[src/rtl/ins_sequencer_pkg.sv]
// ins_sequencer_pkg: status codes shared with the decoder,
// sequencer state encoding, RAM request payload, default widths.
package ins_sequencer_pkg;

  localparam int PC_W_DEF = 16;

  localparam logic [2:0] TO_NOP       = 3'b000;
  localparam logic [2:0] TO_RAM_READ  = 3'b001;
  localparam logic [2:0] TO_ROM_READ  = 3'b010;
  localparam logic [2:0] TO_PROCESS   = 3'b011;
  localparam logic [2:0] TO_RAM_WRITE = 3'b100;
  localparam logic [2:0] NOT_DONE     = 3'b111;

  typedef enum logic [2:0] {
    S_IDLE,
    S_FETCH,
    S_DECODE,
    S_RAM_RD,
    S_ROM_RD,
    S_RAM_WR,
    S_EXEC,
    S_ILLEGAL
  } state_t;

  typedef struct packed {
    logic       we;
    logic [7:0] wdata;
    logic [7:0] addr;
  } ram_req_t;

  function automatic state_t dispatch(input logic [2:0] st);
    state_t s;
    unique case (st)
      TO_NOP:       s = S_FETCH;
      TO_RAM_READ:  s = S_RAM_RD;
      TO_ROM_READ:  s = S_ROM_RD;
      TO_PROCESS:   s = S_EXEC;
      TO_RAM_WRITE: s = S_RAM_WR;
      default:      s = S_ILLEGAL;
    endcase
    return s;
  endfunction

endpackage

[src/rtl/ins_sequencer_if.sv]
// ins_sequencer_if: ROM and internal-RAM request/ack buses.
// master = sequencer (addr/req/wdata out), slave = memories.
interface ins_sequencer_if #(
  parameter int PC_W = ins_sequencer_pkg::PC_W_DEF
);
  logic [PC_W-1:0] rom_addr;
  logic            rom_rd;
  logic [7:0]      rom_rdata;
  logic            rom_ack;
  logic [7:0]      ram_addr;
  logic            ram_rd;
  logic            ram_wr;
  logic [7:0]      ram_wdata;
  logic [7:0]      ram_rdata;
  logic            ram_ack;

  modport master (
    output rom_addr, rom_rd,
    output ram_addr, ram_rd, ram_wr, ram_wdata,
    input  rom_rdata, rom_ack,
    input  ram_rdata, ram_ack
  );

  modport slave (
    input  rom_addr, rom_rd,
    input  ram_addr, ram_rd, ram_wr, ram_wdata,
    output rom_rdata, rom_ack,
    output ram_rdata, ram_ack
  );
endinterface

[src/rtl/ins_mem_req.sv]
// ins_mem_req: request holder. i_start latches i_data and raises o_req;
// o_req drops the cycle after i_ack; o_done = ack seen while requesting.
module ins_mem_req #(
  parameter int          W       = 8,
  parameter logic [W-1:0] RST_VAL = '0
) (
  input  logic         clk,
  input  logic         rst_n,
  input  logic         i_start,
  input  logic [W-1:0] i_data,
  input  logic         i_ack,
  output logic         o_req,
  output logic [W-1:0] o_data,
  output logic         o_done
);

  logic         r_req;
  logic [W-1:0] r_data;
  logic         w_done;

  assign w_done = r_req & i_ack;

  always_ff @(posedge clk or negedge rst_n) begin
    if (!rst_n) begin
      r_req  <= 1'b0;
      r_data <= RST_VAL;
    end else if (i_start) begin
      r_req  <= 1'b1;
      r_data <= i_data;
    end else if (w_done) begin
      r_req  <= 1'b0;
    end
  end

  assign o_req  = r_req;
  assign o_data = r_data;
  assign o_done = w_done;

endmodule

[src/rtl/ins_sequencer.sv]
// ins_sequencer: 8051 fetch/decode/operand sequencer owning PC and IR.
// Ports: clk, rst_n, bus (ROM/RAM master), ir, dec_status, rs, acc_in, opnd, exec, illegal, pc.
module ins_sequencer
  import ins_sequencer_pkg::*;
#(
  parameter int          PC_W     = PC_W_DEF,
  parameter int unsigned RESET_PC = 0,
  parameter int unsigned DEC_LAT  = 1
) (
  input  logic            clk,
  input  logic            rst_n,
  ins_sequencer_if.master bus,
  output logic [7:0]      ir,
  input  logic [2:0]      dec_status,
  input  logic [1:0]      rs,
  input  logic [7:0]      acc_in,
  output logic [7:0]      opnd,
  output logic            exec,
  output logic            illegal,
  output logic [PC_W-1:0] pc
);

  localparam logic [PC_W-1:0] PC_RST = PC_W'(RESET_PC);

  state_t          r_state;
  state_t          w_nstate;
  logic [PC_W-1:0] r_pc;
  logic [7:0]      r_ir;
  logic [7:0]      r_opnd;
  logic [7:0]      r_cnt;
  logic            w_rom_start;
  logic            w_rom_done;
  logic            w_rom_req;
  logic [PC_W-1:0] w_rom_addr;
  logic            w_ram_start;
  logic            w_ram_done;
  logic            w_ram_req;
  logic            w_ram_we;
  ram_req_t        w_ram_in;
  ram_req_t        w_ram_q;

  always_ff @(posedge clk or negedge rst_n) begin
    if (!rst_n) r_state <= S_IDLE;
    else        r_state <= w_nstate;
  end

  always_comb begin
    w_nstate = r_state;
    unique case (r_state)
      S_IDLE:    w_nstate = S_FETCH;
      S_FETCH:   if (w_rom_done) w_nstate = S_DECODE;
      S_DECODE:  if (r_cnt == 8'd0) w_nstate = dispatch(dec_status);
      S_RAM_RD:  if (w_ram_done) w_nstate = S_EXEC;
      S_ROM_RD:  if (w_rom_done) w_nstate = S_EXEC;
      S_RAM_WR:  if (w_ram_done) w_nstate = S_FETCH;
      S_EXEC:    w_nstate = S_FETCH;
      S_ILLEGAL: w_nstate = S_FETCH;
      default:   w_nstate = S_IDLE;
    endcase
  end

  always_comb begin
    exec    = (r_state == S_EXEC);
    illegal = (r_state == S_ILLEGAL);
  end

  // Requests are launched on the edge entering a request state,
  // so address/data are registered and stable for the whole access.
  assign w_rom_start = (w_nstate != r_state) &&
                       ((w_nstate == S_FETCH) || (w_nstate == S_ROM_RD));
  assign w_ram_start = (w_nstate != r_state) &&
                       ((w_nstate == S_RAM_RD) || (w_nstate == S_RAM_WR));
  assign w_ram_we    = (w_nstate == S_RAM_WR);

  // Rn uses ir[2:0]; @Ri reads the R0/R1 pointer selected by ir[0].
  always_comb begin
    w_ram_in       = '0;
    w_ram_in.we    = w_ram_we;
    w_ram_in.addr  = {3'b000, rs, 3'b000};
    if (w_ram_we || r_ir[3]) w_ram_in.addr[2:0] = r_ir[2:0];
    else                     w_ram_in.addr[2:0] = {2'b00, r_ir[0]};
    if (w_ram_we) w_ram_in.wdata = acc_in;
  end

  always_ff @(posedge clk or negedge rst_n) begin
    if (!rst_n) begin
      r_pc   <= PC_RST;
      r_ir   <= 8'h00;
      r_opnd <= 8'h00;
      r_cnt  <= 8'd0;
    end else begin
      unique case (1'b1)
        (r_state == S_FETCH) && w_rom_done: begin
          r_ir  <= bus.rom_rdata;
          r_pc  <= r_pc + PC_W'(1);
          r_cnt <= 8'(DEC_LAT);
        end
        (r_state == S_DECODE) && (r_cnt != 8'd0): begin
          r_cnt <= r_cnt - 8'd1;
        end
        (r_state == S_ROM_RD) && w_rom_done: begin
          r_opnd <= bus.rom_rdata;
          r_pc   <= r_pc + PC_W'(1);
        end
        (r_state == S_RAM_RD) && w_ram_done: begin
          r_opnd <= bus.ram_rdata;
        end
        default: ;
      endcase
    end
  end

  ins_mem_req #(
    .W       (PC_W),
    .RST_VAL (PC_RST)
  ) u_rom (
    .clk     (clk),
    .rst_n   (rst_n),
    .i_start (w_rom_start),
    .i_data  (r_pc),
    .i_ack   (bus.rom_ack),
    .o_req   (w_rom_req),
    .o_data  (w_rom_addr),
    .o_done  (w_rom_done)
  );

  ins_mem_req #(
    .W       ($bits(ram_req_t)),
    .RST_VAL ('0)
  ) u_ram (
    .clk     (clk),
    .rst_n   (rst_n),
    .i_start (w_ram_start),
    .i_data  (w_ram_in),
    .i_ack   (bus.ram_ack),
    .o_req   (w_ram_req),
    .o_data  (w_ram_q),
    .o_done  (w_ram_done)
  );

  assign bus.rom_addr  = w_rom_addr;
  assign bus.rom_rd    = w_rom_req;
  assign bus.ram_addr  = w_ram_q.addr;
  assign bus.ram_wdata = w_ram_q.wdata;
  assign bus.ram_rd    = w_ram_req & ~w_ram_q.we;
  assign bus.ram_wr    = w_ram_req & w_ram_q.we;

  assign ir   = r_ir;
  assign opnd = r_opnd;
  assign pc   = r_pc;

endmodule
[src/flat_wrapper.sv]
// flat-port wrapper written by rule: the top's interface ports become plain ports
module ins_sequencer_flat import ins_sequencer_pkg::*;
#(
  parameter int          PC_W     = PC_W_DEF,
  parameter int unsigned RESET_PC = 0,
  parameter int unsigned DEC_LAT  = 1
)
  (clk, rst_n, ir, dec_status, rs, acc_in, opnd, exec, illegal, pc, bus_rom_addr, bus_rom_rd, bus_ram_addr, bus_ram_rd, bus_ram_wr, bus_ram_wdata, bus_rom_rdata, bus_rom_ack, bus_ram_rdata, bus_ram_ack);
  ins_sequencer_if #(.PC_W(PC_W)) bus_i ();
  input  logic clk;
  input  logic rst_n;
  output logic [7:0] ir;
  input  logic [2:0] dec_status;
  input  logic [1:0] rs;
  input  logic [7:0] acc_in;
  output logic [7:0] opnd;
  output logic exec;
  output logic illegal;
  output logic [PC_W-1:0] pc;
  output wire logic [$bits(bus_i.rom_addr)-1:0] bus_rom_addr;
  output wire logic [$bits(bus_i.rom_rd)-1:0] bus_rom_rd;
  output wire logic [$bits(bus_i.ram_addr)-1:0] bus_ram_addr;
  output wire logic [$bits(bus_i.ram_rd)-1:0] bus_ram_rd;
  output wire logic [$bits(bus_i.ram_wr)-1:0] bus_ram_wr;
  output wire logic [$bits(bus_i.ram_wdata)-1:0] bus_ram_wdata;
  input wire logic [$bits(bus_i.rom_rdata)-1:0] bus_rom_rdata;
  input wire logic [$bits(bus_i.rom_ack)-1:0] bus_rom_ack;
  input wire logic [$bits(bus_i.ram_rdata)-1:0] bus_ram_rdata;
  input wire logic [$bits(bus_i.ram_ack)-1:0] bus_ram_ack;
  assign bus_rom_addr = bus_i.rom_addr;
  assign bus_rom_rd = bus_i.rom_rd;
  assign bus_ram_addr = bus_i.ram_addr;
  assign bus_ram_rd = bus_i.ram_rd;
  assign bus_ram_wr = bus_i.ram_wr;
  assign bus_ram_wdata = bus_i.ram_wdata;
  assign bus_i.rom_rdata = bus_rom_rdata;
  assign bus_i.rom_ack = bus_rom_ack;
  assign bus_i.ram_rdata = bus_ram_rdata;
  assign bus_i.ram_ack = bus_ram_ack;
  ins_sequencer #(.PC_W(PC_W), .RESET_PC(RESET_PC), .DEC_LAT(DEC_LAT)) u_core (.clk(clk), .rst_n(rst_n), .bus(bus_i), .ir(ir), .dec_status(dec_status), .rs(rs), .acc_in(acc_in), .opnd(opnd), .exec(exec), .illegal(illegal), .pc(pc));
endmodule
[config.mk]
export PLATFORM = sky130hd
export DESIGN_NAME = ins_sequencer_flat
export DESIGN_NICKNAME = d
export VERILOG_FILES = /design/src/rtl/ins_sequencer_pkg.sv /design/src/rtl/ins_sequencer_if.sv /design/src/rtl/ins_mem_req.sv /design/src/rtl/ins_sequencer.sv /design/src/flat_wrapper.sv
export SDC_FILE = /design/constraint.sdc
export NUM_CORES = 1
export LEC_CHECK = 0
export ABC_AREA = 1
export CAP_MARGIN = 20
export CELL_PAD_IN_SITES_DETAIL_PLACEMENT = 1
export CELL_PAD_IN_SITES_GLOBAL_PLACEMENT = 2
export CORE_ASPECT_RATIO = 1.2
export CORE_MARGIN = 4
export CORE_UTILIZATION = 28
export DETAILED_ROUTE_END_ITERATION = 16
export GPL_TIMING_DRIVEN = 0
export PLACE_DENSITY_LB_ADDON = 0.1
export SLEW_MARGIN = 20
export SYNTH_ARGS = -nofsm -noshare
export SYNTH_HDL_FRONTEND = slang
export SYNTH_SLANG_ARGS = --single-unit
[constraint.sdc]
create_clock -name clk -period 2 [get_ports clk]
set_input_delay 0.2 -clock clk [delete_from_list [all_inputs] [get_ports clk]]
set_output_delay 0.2 -clock clk [all_outputs]
set_load 0.02 [all_outputs]
==> results.md <==
- Run status: complete, no violations
- Tcrit/Tclk final: 0.9497
- DRC: 0
- GRT Total Usage: 0.1411
- Synth unique cells: 38
- Top FF cell, synth: dfrtp_1
- Post-route ant nets: 0
- CTS tree: done
- Die Y: roughly 130 um
- WL final: 10,320 um
- Post-detail-place hpwl: between 7000 and 8000 um
- # port buffers: a little under 100
- Via Count: about 3,200
- Die width: 113.3 um
- Endpoints failing setup: 0
- Largest net degree at the start of global routing: 53
- CP Capture Type: flop
- Number of global-route vias before repair: roughly 3,400
- Ys async rst share: 1.000
- I/O pins: between 100 and 150
- Hold Vio Cnt, Final: 0
- Worst-path clk slew: 60 ps
- H-tree Lvls: 3
- Worst setup SP type: flop
- Synth area leaders: dfrtp_1 50%, nand2_1 12%, nand3_1 6.6%
- Unrepaired setup endpoints after global routing: true
- Clock Sinks: 75
- Final Critical Period: 1899 ps
- Fillcell total: 1,501
- CP max FO: 10
- Most instantiated cells after synthesis: 117 x nand2_1, 75 x dfrtp_1, 49 x nand3_1
- Post-Syn Instances: 420
- Placed instance area: 4941 um2
- Gr ovfl total: 0
- Detailed Routing Iterations Pass 1: 4
- Yosys reg bits: 75
- CP required: 2270 ps
- Post-synthesis sequential area ratio: 0.5042
- CTS Buffer Depth: 2
- Fmax: 526.5 MHz
- Ys Warns: 0
- Data arrival, critical path: 2170 ps
- Worst skew pair latency: 340 ps
- Overall power: 0.008650 W
- Post-synth EDFFs: 0
- Avg WL per Cell: 14.45 um
- Design area: 5455 um2
- Power per Cell Area: 1586 nW/um2
- Maximum vdd ir drop: 695.0 uV
- First-pass GRT wire length: 17,120 um
- Clk_skew: 8.589 ps
- Initial Util: 0.2900
- Initial antenna violation count: 0
- Die Area: 15,210 um2
- Post-synth top area share: 0.5042
- Syn Area/Cell: 8.863 um2
- Cell Rows: 45
- Placed Instances: 685
- Layout area overhead: 46.55%
- Antenna Cells: 0
- Final cell count without fillers: 714
- Inserted Clock Buffers: 9
- Fraction of layout cells with a size suffix above 1: 0.1873
- Count of pins over their slew limit: 0
- CTS Root Cell: clkbuf_16
- Area of the core: 12,840 um2
- Count leader, synth: nand2_1
- Setup CP Type: reg2reg
- Leakage: 2.630 nW
- Core Util, Final: 0.4250
- Cell Area, Synth: 3722 um2
- Number of max-cap violations: 0
- 1st-iter DRT viols: between 100 and 150
- Hold Path Class: in2async
- Nets: 581
- Leading area contributor after synthesis: dfrtp_1
- Via density: roughly 4.4
- Placer Congestion: 0.7982
## per-layer routing
layer | routed length (um) | GRT usage | up-vias
met1 | 4599 | 0.1769 | 1516
met4 | 143 | 0.04609 | 0
li1 | - | - | 1569
met5 | 0 | 0 | -
met2 | 4991 | 0.2312 | 79
met3 | 583 | 0.04332 | 11
## cell families (layout without fill, tap and decap cells)
family | Yosys count | after routing | synth area share
AND/OR/NAND/NOR | 222 | 222 | 0.2968
flip-flops | 75 | 75 | 0.5042
buffers and inverters | 73 | 201 | 0.1018
AO/OA/AOI/OAI | 30 | 30 | 0.04807
XOR/XNOR | 15 | 15 | 0.03529
adder cells (fa/ha/maj) | 3 | 3 | 0.01009
other | 1 | 3 | 0.001007
multiplexers | 1 | 1 | 0.002689
## where the power goes
group	switching [W]	leakage [nW]	internal [W]
Combinational	0.00270	1.53	0.00190
Sequential	0.000360	0.954	0.00198
Clock	0.000687	0.150	0.00101
Total	0.00375	2.63	0.00490
## layout make-up
| type | instances | area (um2) | area share |
|---|---|---|---|
| inverters | 44 | 165.2 | 0.03028 |
| clock inverters | 6 | 72.57 | 0.01330 |
| flip-flops and latches | 75 | 1878 | 0.3443 |
| multi-input cells | 274 | 1562 | 0.2862 |
| clock buffers | 10 | 239.0 | 0.04381 |
| repair buffers | 113 | 1116 | 0.2046 |
| plain buffers | 28 | 217.7 | 0.03991 |
| well taps | 164 | 205.2 | 0.03761 |
## layout by cell type (no fill, tap or decap), types with 3 or more instances in the layout
cell,netlist,routed
nor2_2,5,8
o21ai_1,3,3
o211ai_1,8,8
nor3_1,5,4
nand3_4,2,4
clkbuf_16,0,9
nor2_1,17,13
nand2_2,7,8
nand2_4,5,4
xor2_1,11,11
o21ai_0,15,15
clkdlybuf4s50_1,0,96
nand2_1,117,116
dfrtp_1,75,74
buf_4,19,34
nor2_4,2,3
xnor2_1,4,4
nand3_1,49,46
inv_2,3,5
conb_1,1,3
buf_6,4,5
inv_1,41,39
## critical path, stage by stage, from the launching register on
cell and delay (ps):
dfrtp_1 370, buf_6 140, nor3_4 290, buf_4 170, nand3_2 90, nand3_1 90
nand3b_1 140, nand3_4 160, buf_4 210, nand3_1 100, nand2_1 80
## path summary, 6_finish.rpt
check	start	endpoint	slack (ps)	cells past startpoint
worst min register to register	u_core.u_rom.o_data[0]$_DFFE_PN0P_	u_core.u_rom.o_data[0]$_DFFE_PN0P_	470	2
min in group clk	rs[0]	u_core.u_ram.o_data[3]$_DFFE_PN0P_	430	3
worst max-delay path	u_core.r_state[2]$_DFF_PN0_	u_core.u_rom.o_data[3]$_DFFE_PN0P_	100	10
worst max register to register	u_core.r_state[2]$_DFF_PN0_	u_core.u_rom.o_data[3]$_DFFE_PN0P_	100	10
worst min-delay path	rst_n	u_core.u_ram.o_data[11]$_DFFE_PN0P_	320	2
max in group asynchronous	rst_n	u_core.opnd[0]$_DFFE_PN0P_	1090	3
## stage by stage
step / setup WS [ps] / hold WS, ps / setup TNS [ps]
floorplan: 140.6 / -95.59 / 0
global placement: -2215 / 455.9 / -170080
detailed placement: -193.2 / 143.3 / -5003
CTS: 16.41 / 325.8 / 0
global route: -28.98 / 353.4 / -154.8
finish: 100.7 / 319.4 / 0
## flip-flops by register name, summed over array words and instances, names as in the netlist
register             flops
u_core.pc               16
u_core.u_rom.o_data     16
u_core.u_ram.o_data     14
u_core.ir                8
u_core.opnd              8
u_core.r_cnt             8
u_core.r_state           3
u_core.u_ram.o_req       1
u_core.u_rom.o_req       1
## timing repair
| item | CTS | global route |
|---|---|---|
| endpoints found under the hold margin | 23 | 0 |
| setup buffers | 4 | 9 |
| resized for setup | 9 | 20 |
| setup endpoints to repair | 32 | 38 |
| pin swaps | 6 | 10 |
| hold buffers | 1 | 0 |
(Power assumes the default switching activity.)
==> RTL edit 1 (same flow settings) <==
Re-encode `state_t` (8 states) as one-hot, 8 bits wide.
--- a/src/rtl/ins_sequencer_pkg.sv
+++ b/src/rtl/ins_sequencer_pkg.sv
@@ -11,15 +11,15 @@
   localparam logic [2:0] TO_RAM_WRITE = 3'b100;
   localparam logic [2:0] NOT_DONE     = 3'b111;
 
-  typedef enum logic [2:0] {
-    S_IDLE,
-    S_FETCH,
-    S_DECODE,
-    S_RAM_RD,
-    S_ROM_RD,
-    S_RAM_WR,
-    S_EXEC,
-    S_ILLEGAL
+  typedef enum logic [7:0] {
+    S_IDLE    = 8'b00000001,
+    S_FETCH   = 8'b00000010,
+    S_DECODE  = 8'b00000100,
+    S_RAM_RD  = 8'b00001000,
+    S_ROM_RD  = 8'b00010000,
+    S_RAM_WR  = 8'b00100000,
+    S_EXEC    = 8'b01000000,
+    S_ILLEGAL = 8'b10000000
   } state_t;
 
   typedef struct packed {
Function: no difference found for any inputs over 10 cycles, from zero or initial values and one cycle with rst_n low; not proved beyond that.
==> RTL edit 1 against the original RTL <==
Area after synthesis is 11% higher. Routed wire length up 26%. Critical path depth is 1 higher. Maximum frequency rose by 1.9%. Setup slack gained 0.036 ns. Final area grew 5.9%. Sequential cell count grew 5. Non-clock buffer count down 13. Sequential share of layout area rose by 0.25 points. Combinational power decreased by 24%. Sequential power grew 9.8%. Power down 8.7%. Count of clock-buffer cells in the layout rose by 1.
==> RTL edit 1: results (changes against the original RTL) <==
pwr/cell area = 1370 nW/um^2 (-14%)
met3 usage in global routing = 2.81% (-1.5 points)
Hold Worst Slack = 0.392 ns (+0.0723 ns)
Register-to-Register Setup Slack = 0.14 ns (+0.04 ns)
largest cells by area after synthesis = sky130_fd_sc_hd__dfrtp_1, sky130_fd_sc_hd__nand2_1, sky130_fd_sc_hd__inv_1, sky130_fd_sc_hd__o21ai_0, sky130_fd_sc_hd__nand3_1
Global Route Usage Sum = 16.2% (+2.0 points)
routed length on met3 = 380 um (-35%)
vias per cell = 4.58 (+3.1%)
Yosys cell types = 36 (-5.3%)
half-perimeter wire length after placement = 9750 um (+27%)
synthesized-area fraction occupied by adder cells = 0.607% (-0.40 points)
global routing usage on met1 = 19.0% (+1.3 points)
cells on worst reg2reg path = 11 (+1)
leakage power = 2.81 nW (+6.7%)
routed vias = 3635 (+14%)
endpoint of the most critical setup path = u_core.u_ram.o_data[1]
# placed instances = 773 (+13%)
pin count of the biggest net entering global routing = 47 (-11%)
power share of the clock group = 23.2% (+3.5 points)
wire length of the first global-routing pass = 21300 um (+24%)
DRC violation total after the first TritonRoute iteration = 128 (+13%)
post-synthesis compound-gate area fraction = 5.98% (+1.2 points)
worst supply voltage drop on vdd = 0.600 mV (-14%)
RD Place Congestion = 0.792 (-0.81%)
outcome = finished, final reports clean
largest stage delay on the critical path = 0.42 ns (+0.05 ns)
internal portion of total power = 4.66 mW (-4.8%)
xor and xnor area share after synthesis = 3.19% (-0.34 points)
mux cell area share after synthesis = 0.516% (+0.25 points)
classification of the worst-slack hold path = in -> reg
share of layout cells above drive strength 1 = 16.8% (-1.9 points)
post-synthesis sequential area ratio = 48.6% (-1.8 points)
sequential power = 2.57 mW (+9.8%)
Arr. time, crit path = 2.10 ns (-0.07 ns)
routed len/inst = 16.4 um (+14%)
met2 demand-to-capacity share in global routing = 29.0% (+5.9 points)
worst slack at placement = -0.163 ns (+0.0307 ns)
Final Skew = 0.00901 ns (+0.000425 ns)
most frequent cells after synthesis = sky130_fd_sc_hd__nand2_1, sky130_fd_sc_hd__dfrtp_1, sky130_fd_sc_hd__inv_1, sky130_fd_sc_hd__o21ai_0, sky130_fd_sc_hd__nand3_1
post-cts sizing count = 7 (-2)
peak clock frequency supported by timing = 537 MHz (+1.9%)
number of setup buffers added after CTS = 1 (-3)
vias in the first global route = 4000 (+19%)
DRT met1 WL = 5530 um (+20%)
RTL edit 1: changes by cell type in the layout (fill, tap and decap cells not counted), moves of 9 or more:
cell                      before  now
sky130_fd_sc_hd__o21ai_0      15   37
sky130_fd_sc_hd__inv_1        39   48
sky130_fd_sc_hd__nand4_1       2   12
sky130_fd_sc_hd__buf_4        34   24
sky130_fd_sc_hd__nand3_1      46   31
sky130_fd_sc_hd__nor2_1       13   24
sky130_fd_sc_hd__nand2_1     116  146
RTL edit 1: final cells by class:
cell class	instances	area, um^2
Fill cell	1748	8640
Sequential cell	80	2000
Multi-Input combinational cell	337	1810
Timing Repair Buffer	104	1030
Clock buffer	11	243
Inverter	57	221
Tap cell	175	219
Buffer	24	173
Clock inverter	5	80.1
RTL edit 1: worst max-delay path, delay by kind of cell, from the launching register on:
kind / cells / cell delay, ns
flops: 1 / 0.42
compound gates: 1 / 0.19
buf+inv: 2 / 0.21
simple gates: 8 / 0.91
==> RTL edit 2 (config.mk and constraints unchanged) <==
Made on the original files. Change the package constant `PC_W_DEF` from 16 to 32.
--- a/src/rtl/ins_sequencer_pkg.sv
+++ b/src/rtl/ins_sequencer_pkg.sv
@@ -2,7 +2,7 @@
 // sequencer state encoding, RAM request payload, default widths.
 package ins_sequencer_pkg;
 
-  localparam int PC_W_DEF = 16;
+  localparam int PC_W_DEF = 32;
 
   localparam logic [2:0] TO_NOP       = 3'b000;
   localparam logic [2:0] TO_RAM_READ  = 3'b001;
Interface: changed (resized bus_rom_addr and pc); port bits go from 102 to 134. The function was not compared with the original's and may differ.
==> RTL edit 2 against the original RTL <==
Clock power grew 8%. Routed wire length is 63% higher. Setup slack got worse by 0.054 ns. Area after synthesis rose by 39%. Sequential cell count increased by 32. Maximum frequency decreased by 2.8%. Final area is 42% higher. Power grew 45%. Combinational power grew 63%. Sequential power is 37% higher. Largest power group unchanged. Critical path depth rose by 4. Die area grew 36%. Highest routed layer unchanged.
==> RTL edit 2: results (changes against the original RTL) <==
outcome = finished, final reports clean
antenna violations before repair = 0 (unchanged)
number of buffers created by CTS = 9 (unchanged)
largest stage delay on the critical path = 0.40 ns (+0.03 ns)
clock slew at reported path FFs = 0.08 ns (+0.02 ns)
clock network latency to the later pin of the worst-skew pair = 0.35 ns
number of nets in the final layout = 812 (+40%)
worst slack at placement = -0.366 ns (-0.173 ns)
Arr. time, crit path = 2.20 ns (+0.03 ns)
pin count of the biggest net entering global routing = 66 (+25%)
largest cells by area after synthesis = sky130_fd_sc_hd__dfrtp_1, sky130_fd_sc_hd__nand2_1, sky130_fd_sc_hd__nand3_1, sky130_fd_sc_hd__inv_1, sky130_fd_sc_hd__buf_4
sequential share of power = 25.6% (-1.5 points)
# port buffers = 130 (+33%)
RD Place Congestion = 0.763 (-4.4%)
layout filler cell count = 2100 (+40%)
leakage power = 3.70 nW (+41%)
most frequent cells after synthesis = sky130_fd_sc_hd__nand2_1, sky130_fd_sc_hd__dfrtp_1, sky130_fd_sc_hd__nand3_1, sky130_fd_sc_hd__inv_1, sky130_fd_sc_hd__nor2_1
Yosys cell types = 36 (-5.3%)
internal portion of total power = 7.03 mW (+43%)
Hold Worst Slack = 0.336 ns (+0.0168 ns)
n_diodes = 0 (unchanged)
Final Skew = 0.00946 ns (+0.000875 ns)
Post-DP Area = 6800 um^2 (+38%)
number of instances in the synthesized netlist = 598 (+42%)
area grow syn2layout = 49.6%
buffers from clock root to sink, at most = 2 (unchanged)
share of layout cells above drive strength 1 = 21.5% (+2.8 points)
Register-to-Register Setup Slack = 0.05 ns (-0.05 ns)
vias in the first global route = 5088 (+51%)
wire length of the first global-routing pass = 27200 um (+59%)
H-tree Lvls = 3 (unchanged)
cells on worst reg2reg path = 14 (+4)
worst supply voltage drop on vdd = 0.813 mV (+17%)
critical path fanouts, max = 7 (-3)
DRT Wirelength = 16800 um (+63%)
# placed instances = 955 (+39%)
number of setup buffers added after CTS = 17 (+13)
launching element of the worst setup path = u_core.r_cnt[1]
DRC violation total after the first TritonRoute iteration = 160 (+42%)
post-cts sizing count = 41 (+32)
vias per cell = 4.61 (+3.6%)
post-cts hold buffer count = 1 (unchanged)
post-synthesis sequential area ratio = 51.7% (+1.2 points)
Global Route Usage Sum = 16.3% (+2.2 points)
actual transition at the worst max-transition pin = 0.668 ns
CP Class = reg -> reg
half-perimeter wire length after placement = 12300 um (+60%)
routed vias = 4631 (+46%)
endpoint of the most critical setup path = u_core.u_rom.o_data[0]
classification of the worst-slack hold path = in -> async
[RTL edit 2: cell types whose count changed after synthesis, sizes merged, moves of 2 or more]
cell	delta
a21boi	+2
buf	+5
dfrtp	+32
inv	+7
nand2	+62
nand3	+21
nor2	+20
nor3	+7
o211ai	-8
o221ai	+8
xnor2	+11
xor2	+6
[RTL edit 2: cell type report]
cell class              instances  share of cell area (%)
plain buffers                  34                    3.78
clock buffers                   9                    2.90
clock inverters                 7                    1.00
inverters                      52                    2.61
multi-input cells             407                    30.3
flip-flops and latches        107                    34.6
well taps                     224                    3.61
repair buffers                165                    21.2
[RTL edit 2: metal layers]
metal	part of all wire, %	up-vias	GRT usage (%)	wire, um
li1	-	2257	-	-
met1	41	2292	19.1	6830
met2	55	68	31.0	9280
met3	2.6	14	2.56	440
met4	1.4	0	4.80	229
met5	0	-	0	0
[RTL edit 2: worst max-delay path: cells and delay by family (launching register included)]
| kind | cells | cell delay, ns |
|---|---|---|
| buffers and inverters | 2 | 0.25 |
| adder cells (fa/ha/maj) | 1 | 0.14 |
| AND/OR/NAND/NOR | 11 | 1.05 |
| flip-flops | 1 | 0.40 |
[RTL edit 2: power by group through the flow]
stage	clock, mW	sequential [mW]	combinational (mW)
2_1_floorplan	0	3.49	3.38
3_3_place_gp	0	3.22	5.78
3_5_place_dp	0	3.25	5.89
4_1_cts	1.91	3.21	6.79
5_1_grt	2.01	3.29	8.22
6_report	1.83	3.21	7.50
[RTL edit 2: logic make-up after synthesis]
kind of cell / after synthesis / synth area share (%)
xor gates and xnor gates: 32 / 5.41
DFF: 107 / 51.7
AOI/OAI and AO/OA: 35 / 4.20
other: 1 / 0.0724
adders and majority gates: 3 / 0.724
and+or+nand+nor: 332 / 29.0
buffers and inverters: 86 / 8.57
muxes: 2 / 0.386
